File: src/rtl/tiny_nn_pkg.sv
// Shared tiny_nn constants and types used by the host-side link test initiator.
package tiny_nn_pkg;

  localparam logic [3:0] CmdOpTest    = 4'he;

  localparam logic [3:0] TestSubAscii = 4'hf;
  localparam logic [3:0] TestSubCount = 4'h1;
  localparam logic [3:0] TestSubPulse = 4'h0;
  localparam logic [3:0] TestSubNop   = 4'h2;

  localparam logic [15:0] CmdNop = {CmdOpTest, TestSubNop, 8'h00};

  localparam logic [7:0] TestHoldAscii = 8'hff;
  localparam logic [7:0] TestHoldPulse = 8'hf0;

  localparam logic [7:0] AsciiT     = 8'h54;
  localparam logic [7:0] AsciiDash  = 8'h2d;
  localparam logic [7:0] AsciiN     = 8'h4e;
  localparam logic [7:0] PulseEven  = 8'haa;
  localparam logic [7:0] PulseOdd   = 8'h55;
  localparam logic [7:0] IdleByte   = 8'hff;

  typedef enum logic [1:0] {
    LtModeAscii = 2'd0,
    LtModePulse = 2'd1,
    LtModeCount = 2'd2,
    LtModeRsvd  = 2'd3
  } link_test_mode_e;

  typedef enum logic [2:0] {
    LtFlush,
    LtIdle,
    LtCmd,
    LtRun,
    LtIdleChk
  } link_test_state_e;

  function automatic logic [15:0] test_cmd(input logic [3:0] sub, input logic [7:0] arg);
    return {CmdOpTest, sub, arg};
  endfunction

endpackage

File: src/rtl/tiny_nn_link_test_expect.sv
// Expected byte returned by tiny_nn_top for a given test mode and byte index.
module tiny_nn_link_test_expect
  import tiny_nn_pkg::*;
(
  input  link_test_mode_e mode_i,
  input  logic [7:0]      idx_i,
  input  logic [7:0]      n_i,
  output logic [7:0]      byte_o
);

  always_comb begin
    byte_o = IdleByte;
    case (mode_i)
      LtModeAscii: begin
        case (idx_i[1:0])
          2'd0:    byte_o = AsciiT;
          2'd1:    byte_o = AsciiDash;
          default: byte_o = AsciiN;
        endcase
      end
      LtModePulse: byte_o = idx_i[0] ? PulseOdd : PulseEven;
      LtModeCount: byte_o = n_i - idx_i;
      default:     byte_o = IdleByte;
    endcase
  end

endmodule

File: config.mk
export PLATFORM = sky130hd
export DESIGN_NAME = tiny_nn_link_test_expect
export DESIGN_NICKNAME = d
export VERILOG_FILES = /design/src/rtl/tiny_nn_pkg.sv /design/src/rtl/tiny_nn_link_test_expect.sv
export SDC_FILE = /design/constraint.sdc
export NUM_CORES = 1
export LEC_CHECK = 0
export ABC_AREA = 1
export BUFFER_PORTS_ARGS = -buffer_cell sky130_fd_sc_hd__buf_2
export CORE_AREA = 4 4 41 43
export DETAILED_ROUTE_END_ITERATION = 6
export DIE_AREA = 0 0 45 47
export PLACE_DENSITY = 0.69
export SLEW_MARGIN = 10
export SYNTH_ARGS = -nofsm -noshare
export SYNTH_HDL_FRONTEND = slang
export SYNTH_SLANG_ARGS = --single-unit
File: constraint.sdc
create_clock -name vclk -period 1.9
set_input_delay 0.19 -clock vclk [all_inputs]
set_output_delay 0.19 -clock vclk [all_outputs]
set_load 0.005 [all_outputs]
Word level (Yosys, flattened, before mapping)
Cells that the tools add are included.
{"block": "totals", "mem_bits_rw": 0, "mem_count": 0, "in_bits": 18, "reg_bits": 0, "romBits": 0, "wordCells": 9, "latchBits": 0}
{"block": "op_classes", "bitwise": 0, "mul": 0, "shifts": 0, "magnitude_cmp": 0, "n_div": 0, "muxes": 3, "reduce_logical": 2, "addsub": 1, "n_eq_ne": 3}
{"operator": "$pmux W8 S3", "n": 1}
{"operator": "$pmux W7 S2", "n": 1}
{"operator": "$mux W8", "n": 1}
{"operator": "$sub A8 B8 Y8", "n": 1}
{"operator": "$eq A2 B1 Y1 const B", "n": 2}
{"operator": "$logic_not A2 Y1", "n": 2}
{"operator": "$eq A2 B2 Y1 const B", "n": 1}

Longest topological paths before layout
Gate-level depths: netlist of the first run.
{"block": "logic_depth", "depth_word": 3, "mapped_depth": 10}

Worst setup path after synthesis of the first run
No wires, ideal clock.
{"block": "synth_timing", "path_type": "input to output", "from": "input port n_i[0]", "to": "output port byte_o[4]", "cell_stages": 8, "path_slack_ps": 472, "t_arrival_ps": 1238, "required_ps": 1710, "path_buffers": 0, "cell_sequence": "inv_1 ha_1 inv_1 fa_1 a21oi_1 and2_2 o21ai_2 nand2_1"}
{"block": "synth_between", "elab_chain_len": 2}
{"element": "from (decl)", "line": "tiny_nn_link_test_expect.sv:7", "rtl": "input logic [7:0] n_i,"}
{"element": "$sub A8 B8 Y8", "line": "tiny_nn_link_test_expect.sv:22", "rtl": "LtModeCount: byte_o = n_i - idx_i;"}
{"element": "$pmux W8 S3", "line": "tiny_nn_link_test_expect.sv:13", "rtl": "case (mode_i)"}
{"element": "to (decl)", "line": "tiny_nn_link_test_expect.sv:8", "rtl": "output logic [7:0] byte_o"}
Every way passes these cells.

Worst setup path in the final report of the first run
Ends and elaborated chain as after synthesis.

==> summary by stage, run 1 <==
Outcome
The run finished with clean final reports.

Critical path
The sum of buffers and inverters on the critical path is 4. For this design, the slowest cell found on the critical path is sky130_fd_sc_hd__fa_1. For the worst setup path, the data required time is 1.71 ns. The gate family responsible for the most delay along the worst path is adder cells. The critical path endpoint category is an output port.

Traced cell by cell, the critical path runs through buf_2 > inv_1 > ha_1 > inv_1 > fa_1 > a21oi_1 > and2_2 > o21ai_2 > nand2_1 > buf_2. For this run, the slowest stage of the critical path takes 0.43 ns. The maximum fanout count along the critical path is 4. The data arrival time at the worst-slack endpoint is 1.54 ns. The most critical setup path has its startpoint at n_i[0]. The worst setup path is launched from an input port. The critical path is of the in2out type.

Clock tree
Buffers added to address setup during post-CTS repair amount to 0. The number of gates resized after cts is 0. The count of hold buffers inserted by post-cts repair is 0.

Power
In this run the power density over the cells is 262 mW/mm^2. IR analysis of the VDD net gives a maximum drop of 0.000108 V. Total power for the finished layout comes to 0.000170 W. The analysis attributes to cell leakage a power of 0.432 nW.

Floorplan
The floorplan step set the die width to 45 microns. The floorplan step defined a core boundary enclosing 0.00130 sq mm. The die height is 47 microns. The initial cell density of the core is 38.5%. The number of primary I/O pins is 26. The floorplan step defined a die boundary enclosing 0.00212 sq mm.

The number of placement rows is 13.

Place
The congestion estimate from routability-driven global placement came to 0.780. Prior to clock tree synthesis, the placed netlist has a worst setup slack of 0.176 ns. In this run the cell area measured after placement is 649 sq um. Input and output buffers added on the ports amount to 26.

The half-perimeter wire length of the detailed placement result is 1150 microns.

Global route
In the global route stage, met1 resource usage came out at 14.2%. For this run, global-route usage on met3 was measured as 0%. The number of antenna violations at the first check in global routing was 0. In this run the most used layer during global routing was met2.

The fraction of met2 tracks used by global routing is 25.1%. Global routing finished with a remaining overflow of 0. The total routing usage reported by global routing is 12.0%. The largest net degree at the start of global routing is 7. The via count of the first global-routing pass is 551. The first global-routing pass estimated 2040 microns of wire.

Yosys
After synthesis, the mean cell area works out to 5.21 sq um. Sequential elements use 0% of the synthesized area. The post-synthesis cell type count is 17. The post-synthesis cell area is 500 sq um. When the netlist entered floorplanning its net count stood at 122.

The number of warning messages in the yosys log is 0. The post-synthesis cell count is 96.

Cells and area
The most frequent standard cell in the layout excluding fill and tap cells is sky130_fd_sc_hd__nand2_1. The layout has 153 filler cells. The sequential cells in the finished layout cover a total of 0 sq um. At the end of the flow, the number of nets in the layout was 150.

Leaving out fill and tap cells, the most frequent cells in the layout are sky130_fd_sc_hd__nand2_1 (31), sky130_fd_sc_hd__buf_2 (26), sky130_fd_sc_hd__inv_1 (24). The count of sequential standard cells is 0. The clock buffer count is 0. The area growth from synthesis to layout is 29.8%.

The share of layout cells above drive strength 1 is 24.6%. The combined area of the multi-input logic cells is 410 sq um. Summing all non-filler instances in the final layout gives an area of 649 sq um.

Measured on the finished design, the core utilization comes to 49.9%. The number of antenna diodes is 0.

STA
The worst path needs 1.73 ns of the cycle, external delays included. After layout, the worst path uses 91.3% of the clock period. At the pin with the least slew margin, the transition time is 0.426 ns.

The fmax is 576 MHz. Setup repair after global routing left no endpoint under its margin. In the final timing run, aggregate negative setup slack is 0 ns.

The relative slew slack is 71.3%. The number of hold-slack violations in the final timing report came to 0. The count of final max-slew check failures is 0.

Across all setup checks in the final design, the least slack found is 0.165 ns. Setup violations remaining at the end of the flow were counted as 0.

Drt
The iteration-0 DRC count of the detailed router is 4. For this block, the routed nets add up to 1260 microns of wire. After detailed routing, the number of vias per cell comes to 4.69.

The total number of vias is 642. The number of routed nets with antenna violations is 0. Dividing the detail-routed wire length by the instance count gives 9.18 microns. For this run, design rule violations remaining after detail routing come to 0. The detailed-routing iteration count for the pre-antenna-repair pass is 4.

Worst hold path
The tightest min-delay check is of the in2out type. The critical hold path startpoint is idx_i[1].

Run
The max-cap check violation count is 0.
==> power by group <==
part	switching (W)	internal (W)	leakage, nW	total (W)
Combinational	0.0000945	0.0000753	0.432	0.000170
Sequential	0	0	0	0
Clock	0	0	0	0
Total	0.0000945	0.0000753	0.432	0.000170
==> per-layer routing <==
metal | up-vias | part of all wire (%)
met3 | 0 | 5.8
met4 | 0 | 0
li1 | 356 | -
met5 | - | 0
met2 | 16 | 52
met1 | 270 | 43
==> worst min-delay path: stages <==
cell and delay [ns]:
sky130_fd_sc_hd__buf_2 0.11, sky130_fd_sc_hd__nand2_1 0.05, sky130_fd_sc_hd__nand3_1 0.07, sky130_fd_sc_hd__buf_2 0.10
==> layout make-up <==
class	count	area share, %
timing repair buffer	26	20.0
tap	15	2.89
inverter	24	13.9
multi-input combinational	72	63.2
==> cell usage after synthesis <==
cell / n / area (sq um)
sky130_fd_sc_hd__o21ai_2: 2 / 17.5
sky130_fd_sc_hd__fa_1: 1 / 20.0
sky130_fd_sc_hd__o21bai_1: 1 / 7.51
sky130_fd_sc_hd__nor2_1: 4 / 15.0
sky130_fd_sc_hd__nand3_1: 11 / 55.1
sky130_fd_sc_hd__nand4_1: 1 / 6.26
sky130_fd_sc_hd__a22oi_1: 1 / 7.51
sky130_fd_sc_hd__o21ai_0: 4 / 20.0
sky130_fd_sc_hd__o211ai_1: 1 / 7.51
sky130_fd_sc_hd__and2_2: 1 / 7.51
sky130_fd_sc_hd__nand3b_1: 1 / 7.51
sky130_fd_sc_hd__ha_1: 7 / 87.6
sky130_fd_sc_hd__nand2_1: 31 / 116
sky130_fd_sc_hd__nor2_2: 1 / 6.26
sky130_fd_sc_hd__xnor2_1: 1 / 8.76
sky130_fd_sc_hd__inv_1: 24 / 90.1
sky130_fd_sc_hd__a21oi_1: 4 / 20.0
==> stage by stage <==
stage,hold slack [ns],instances
floorplan,0.493,96
global placement,0.706,137
detailed placement,0.712,137
CTS,0.714,137
global route,0.745,137
finish,0.712,137
==> logic make-up after synthesis <==
| logic type | Yosys count | synth area share, % |
|---|---|---|
| AO/OA/AOI/OAI | 13 | 16.0 |
| XOR/XNOR | 1 | 1.75 |
| adder cells (fa/ha/maj) | 8 | 21.5 |
| buffers and inverters | 24 | 18.0 |
| AND/OR/NAND/NOR | 50 | 42.8 |
==> final timing paths <==
kind               endpoint  slack, ns  cells after the start
setup / recovery  byte_o[4]       0.17                     10
hold / removal    byte_o[1]       0.71                      4
(Power assumes the default switching activity.)
==> run 2: changes to the inputs <==
- CORE_AREA: 4 4 41 43 -> 5 5 42 44
- DIE_AREA: 0 0 45 47 -> 0 0 47 49
==> summary by stage, run 2 (synthesis gave the netlist of run 1 again) <==
Outcome
The run finished with clean final reports.

Drt
The iteration-0 DRC count of the detailed router is 4 (unchanged). The wire length after detailed routing is 1260 microns (+0.24%). Signal routing reaches up to met3. The routed wire length on met3 is 118 microns (+62%).

The met2 wirelength from detailed routing is 611 microns (-5.9%). The routed length per instance was 9.14 microns (-0.49%). The detailed-routing iteration count for the pre-antenna-repair pass is 4 (unchanged). The via count normalized by instance count came to 4.64 (-1.0%). The number of routed nets with antenna violations came to 0 (unchanged).

The post-detailed-route DRC marker count is 0 (unchanged). The total number of vias came to 640 (-0.31%). The sum of routed wire segments on met1 was 530 microns (-0.93%).

Critical path
The data required time at the worst endpoint is 1.71 ns (about the same). The critical path endpoint category is an output port. Walking the worst path, the cells encountered are buf_2 > inv_1 > ha_1 > inv_1 > fa_1 > a21oi_1 > and2_2 > o21ai_2 > nand2_1 > buf_2.

STA classifies the critical path startpoint as an input port. The data arrival time at the worst-slack endpoint was 1.49 ns (-0.05 ns). The type of the setup path with the least slack is in2out. The peak per-stage delay on the critical path is 0.41 ns (-0.02 ns). The standard cell with the maximum stage delay on the critical path is sky130_fd_sc_hd__fa_1.

The maximum fanout count along the critical path was 4 (unchanged).

Place
The global placement routability congestion came to 0.772 (-1.1%). The worst setup timing slack at the placement stage is 0.215 ns (+0.0397 ns). The half-perimeter wire length of the detailed placement result was 1130 microns (-1.6%).

The count of buffers inserted at the top-level ports was 26 (unchanged).

Clock tree
The number of setup buffers added after CTS was 0 (unchanged). The number of gates resized after cts came to 0 (unchanged). The count of hold buffers inserted by post-cts repair is 0 (unchanged).

Power
The static leakage was 0.432 nW (unchanged). The worst supply voltage drop on vdd is 0.000108 V (+0.39%). The total power per unit cell area is 262 mW/mm^2 (about the same).

Cells and area
The share of layout cells above drive strength 1 is 24.6% (unchanged). From synthesis to final layout, the design area changed by 30.0%. The number of antenna diodes is 0 (unchanged). The fraction of the core area covered by cells at the end of the flow was 46.4% (-3.5 points).

The flip-flop and latch area was 0 sq um (unchanged). Leaving out fill and tap cells, the most frequent cell in the layout is sky130_fd_sc_hd__nand2_1. The count of sequential standard cells is 0 (unchanged). The net total in the final layout is 150 (unchanged).

In the layout the commonest cells are sky130_fd_sc_hd__nand2_1 (31), sky130_fd_sc_hd__buf_2 (26), sky130_fd_sc_hd__inv_1 (24). The clock buffer count is 0 (unchanged).

Worst hold path
The worst hold path belongs to the class in2out.

STA
The final clock period utilization by the worst path came to 88.5% (-2.8 points). The slew of the pin with the lowest slew margin was 0.448 ns (+0.0214 ns). The summed negative setup slack over all endpoints is 0 ns (unchanged).

The worst-case setup margin in the final layout is 0.219 ns (+0.0541 ns). Setup repair after global routing left no endpoint under its margin. The relative slew slack is 69.8% (-1.4 points). The number of hold-slack violations in the final timing report is 0 (unchanged).

The count of endpoints failing setup in the final report is 0 (unchanged). The count of final max-slew check failures is 0 (unchanged). The fmax is 595 MHz (+3.2%). The final critical delay including setup and external delays is 1.68 ns (-0.0541 ns).

Global route
The total routing usage reported by global routing is 11.6% (-0.38 points). The number of antenna violations at the first check in global routing is 0 (unchanged). The via count of the first global-routing pass is 582 (+5.6%). The global-route wire length before repair is 2200 microns (+8.2%). The overall overflow remaining after global route is 0 (unchanged). The largest net degree at the start of global routing is 7 (unchanged).

Floorplan
The horizontal extent of the die came to 47 microns (+4.4%). The number of primary I/O pins came to 26 (unchanged). The initial cell density of the core is 35.7% (-2.7 points).

The total core area was 0.00140 sq mm (+7.7%). The die height is 49 microns (+4.3%). The number of placement rows came to 14 (+1). The total die area is 0.00230 sq mm (+8.9%).

Run
The max-cap check violation count is 0 (unchanged).
## run 2: cell counts in the layout (fill, tap and decap cells not counted)
No cell type changed its count.
## run 2: worst paths after layout
check / from / endpoint / slack, ns / cells past startpoint
min: idx_i[1] / byte_o[1] / 0.72 / 4
max: n_i[0] / byte_o[4] / 0.22 / 10
## run 2: power by group
group | internal, W | total (W) | leakage, nW | switching [W]
combinational | 0.0000757 | 0.000170 | 0.432 | 0.0000945
sequential | 0 | 0 | 0 | 0
clock | 0 | 0 | 0 | 0
## run 2: critical path, delay by kind of cell
| family | cells | cell delay (ns) |
|---|---|---|
| simple gates | 2 | 0.23 |
| compound gates | 2 | 0.23 |
| buf+inv | 4 | 0.28 |
| fa+ha+maj | 2 | 0.53 |
## run 2: stage by stage
| step | power (W) | cell area (sq um) | hold slack (ns) | std cells |
|---|---|---|---|---|
| after floorplan | 0.000111 | 500 | 0.493 | 96 |
| after global placement | 0.000168 | 651 | 0.709 | 138 |
| after CTS | 0.000172 | 651 | 0.733 | 138 |
| after global routing | 0.000197 | 651 | 0.754 | 138 |
| after detailed placement | 0.000171 | 651 | 0.731 | 138 |
| final | 0.000170 | 651 | 0.724 | 138 |
## run 2: per-layer routing
layer,vias up,GRT usage (%)
li1,356,-
met1,267,14.8
met2,17,20.8
met3,0,1.11
met4,0,0.922
met5,-,0
## run 2: layout make-up
type	count	area, sq um
Inverter	24	90.1
Fill cell	157	751
Multi-Input combinational cell	72	410
Timing Repair Buffer	26	130
Tap cell	16	20.0
==> run 3: changes to the inputs <==
- GPL_TIMING_DRIVEN: default -> 1
- clock period: 1.9 -> 1.7 ns (I/O delays scaled with it)
==> summary by stage, run 3 (synthesis gave the netlist of run 1 again) <==
Critical path
Walking the worst path, the cells encountered are buf_2 > ha_1 > inv_1 > fa_2 > a21oi_2 > and2_2 > o21ai_2 > nand2_1 > buf_2. The standard cell with the maximum stage delay on the critical path is sky130_fd_sc_hd__fa_2. The critical path endpoint category is an output port.

The data required time at the worst endpoint is 1.53 ns (-0.18 ns). The maximum fanout count along the critical path is 5 (+1). The data arrival time at the worst-slack endpoint is 1.39 ns (-0.10 ns). The most numerous cell type found on the critical path is sky130_fd_sc_hd__buf_2. The worst setup path is launched from an input port. The peak per-stage delay on the critical path is 0.37 ns (-0.04 ns). The type of the setup path with the least slack is in2out.

The gate family responsible for the most delay along the worst path is adder cells. The sum of buffers and inverters on the critical path is 3 (-1).

STA
The count of endpoints failing setup in the final report is 0 (unchanged). The slew of the pin with the lowest slew margin came to 0.460 ns (+0.0126 ns). The summed negative setup slack over all endpoints is 0 ns (unchanged). Static timing analysis puts the maximum clock frequency at 643 MHz. The number of hold-slack violations in the final timing report is 0 (unchanged). Setup repair after global routing left no endpoint under its margin. The count of final max-slew check failures is 0 (unchanged).

The relative slew slack is 69.0% (-0.85 points). Of the available clock period, the critical path in the final layout requires 91.5%. The final critical delay including setup and external delays is 1.56 ns.

Drt
The number of routed nets with antenna violations came to 0 (unchanged). The via count normalized by instance count is 4.62 (-0.47%). The iteration-0 DRC count of the detailed router is 9 (+5). The wire length after detailed routing is 1280 microns (+1.5%). The total number of vias is 637 (-0.47%). The post-detailed-route DRC marker count is 0 (unchanged). The routed length per instance is 9.28 microns (+1.5%). The detailed-routing iteration count for the pre-antenna-repair pass is 2 (-2).

Global route
The global-route wire length before repair was 2200 microns (unchanged). The most congested layer reported by global routing is met2. The global-route track usage on met1 is 14.8% (unchanged). The via count of the first global-routing pass is 582 (unchanged).

The largest net degree at the start of global routing was 7 (unchanged). The fraction of met2 tracks used by global routing is 20.8% (unchanged). The overall overflow remaining after global route came to 0 (unchanged). The number of antenna violations at the first check in global routing came to 0 (unchanged). The global routing usage on met3 is 1.11% (unchanged).

The total routing usage reported by global routing is 11.6% (unchanged).

Run
The max-cap check violation count came to 0 (unchanged).

Cells and area
The share of layout cells above drive strength 1 came to 26.2% (+1.6 points). The fraction of the core area covered by cells at the end of the flow is 46.9% (+0.45 points). The net total in the final layout is 150 (unchanged). The count of sequential standard cells is 0 (unchanged).

The area growth from synthesis to layout is 31.3%. The number of antenna diodes is 0 (unchanged). The library cell used most frequently in the layout, excluding fill and tap cells, is sky130_fd_sc_hd__nand2_1. The clock buffer count was 0 (unchanged). The flip-flop and latch area was 0 sq um (unchanged). The library cells used most frequently in the layout, excluding fill and tap cells, are sky130_fd_sc_hd__nand2_1 (31), sky130_fd_sc_hd__buf_2 (26), sky130_fd_sc_hd__inv_1 (24).

Power
The static leakage is 0.432 nW (about the same). The portion of total power attributed to combinational logic is 100.0% (about the same). The worst supply voltage drop on vdd is 0.000120 V (+11%). The total power per unit cell area is 294 mW/mm^2 (+12%).

The sequential power share was 0% (unchanged). The part of the total power dissipated in the clock network is 0% (unchanged). The internal power came to 0.0000860 W (+14%). The net switching share of the total power was 55.4% (-0.093 points). The net switching component of the power is 0.000107 W (+13%).

Floorplan
The number of placement rows came to 14 (unchanged). The total die area is 0.00230 sq mm (unchanged). The number of primary I/O pins came to 26 (unchanged). The total core area is 0.00140 sq mm (unchanged). The initial cell density of the core is 35.7% (unchanged). The die height is 49 microns (unchanged).

The horizontal extent of the die is 47 microns (unchanged).

Place
The half-perimeter wire length of the detailed placement result is 1130 microns (unchanged). The global placement routability congestion came to 0.772 (unchanged). The count of buffers inserted at the top-level ports is 26 (unchanged).

Outcome
The run finished with clean final reports.

Clock tree
The number of setup buffers added after CTS came to 0 (unchanged). The number of gates resized after cts is 0 (unchanged). The count of hold buffers inserted by post-cts repair came to 0 (unchanged).

Worst hold path
The path class of the tightest hold or removal check is in2out.
-- run 3: power groups by stage --
stage / logic (W) / clock network (W) / registers, W
2_1_floorplan: 0.000124 / 0 / 0
3_3_place_gp: 0.000188 / 0 / 0
3_5_place_dp: 0.000191 / 0 / 0
4_1_cts: 0.000193 / 0 / 0
5_1_grt: 0.000224 / 0 / 0
6_report: 0.000193 / 0 / 0
-- run 3: per-stage QoR --
stage | hold slack [ns] | setup slack, ns | cells | cell area [sq um] | power, W
CTS | 0.693 | 0.0500 | 138 | 651 | 0.000193
global placement | 0.669 | 0.0822 | 138 | 651 | 0.000188
floorplan | 0.453 | 0.312 | 96 | 500 | 0.000124
finish | 0.683 | 0.144 | 138 | 657 | 0.000193
global route | 0.714 | 0.0241 | 138 | 657 | 0.000224
detailed placement | 0.691 | 0.0554 | 138 | 651 | 0.000191
-- run 3: final timing paths --
check / from / to / cells past startpoint
hold / removal: idx_i[1] / byte_o[1] / 4
setup / recovery: idx_i[0] / byte_o[4] / 9
-- run 3: layout make-up --
cell class	count	area, sq um
Timing Repair Buffer	26	130
Tap cell	16	20.0
Fill cell	156	744
Multi-Input combinational cell	72	417
Inverter	24	90.1
-- run 3: layer usage --
layer / up-vias / part of all wire [%]
met5: - / 0
met4: 0 / 0
met3: 0 / 9.2
met2: 17 / 48
met1: 265 / 43
li1: 355 / -
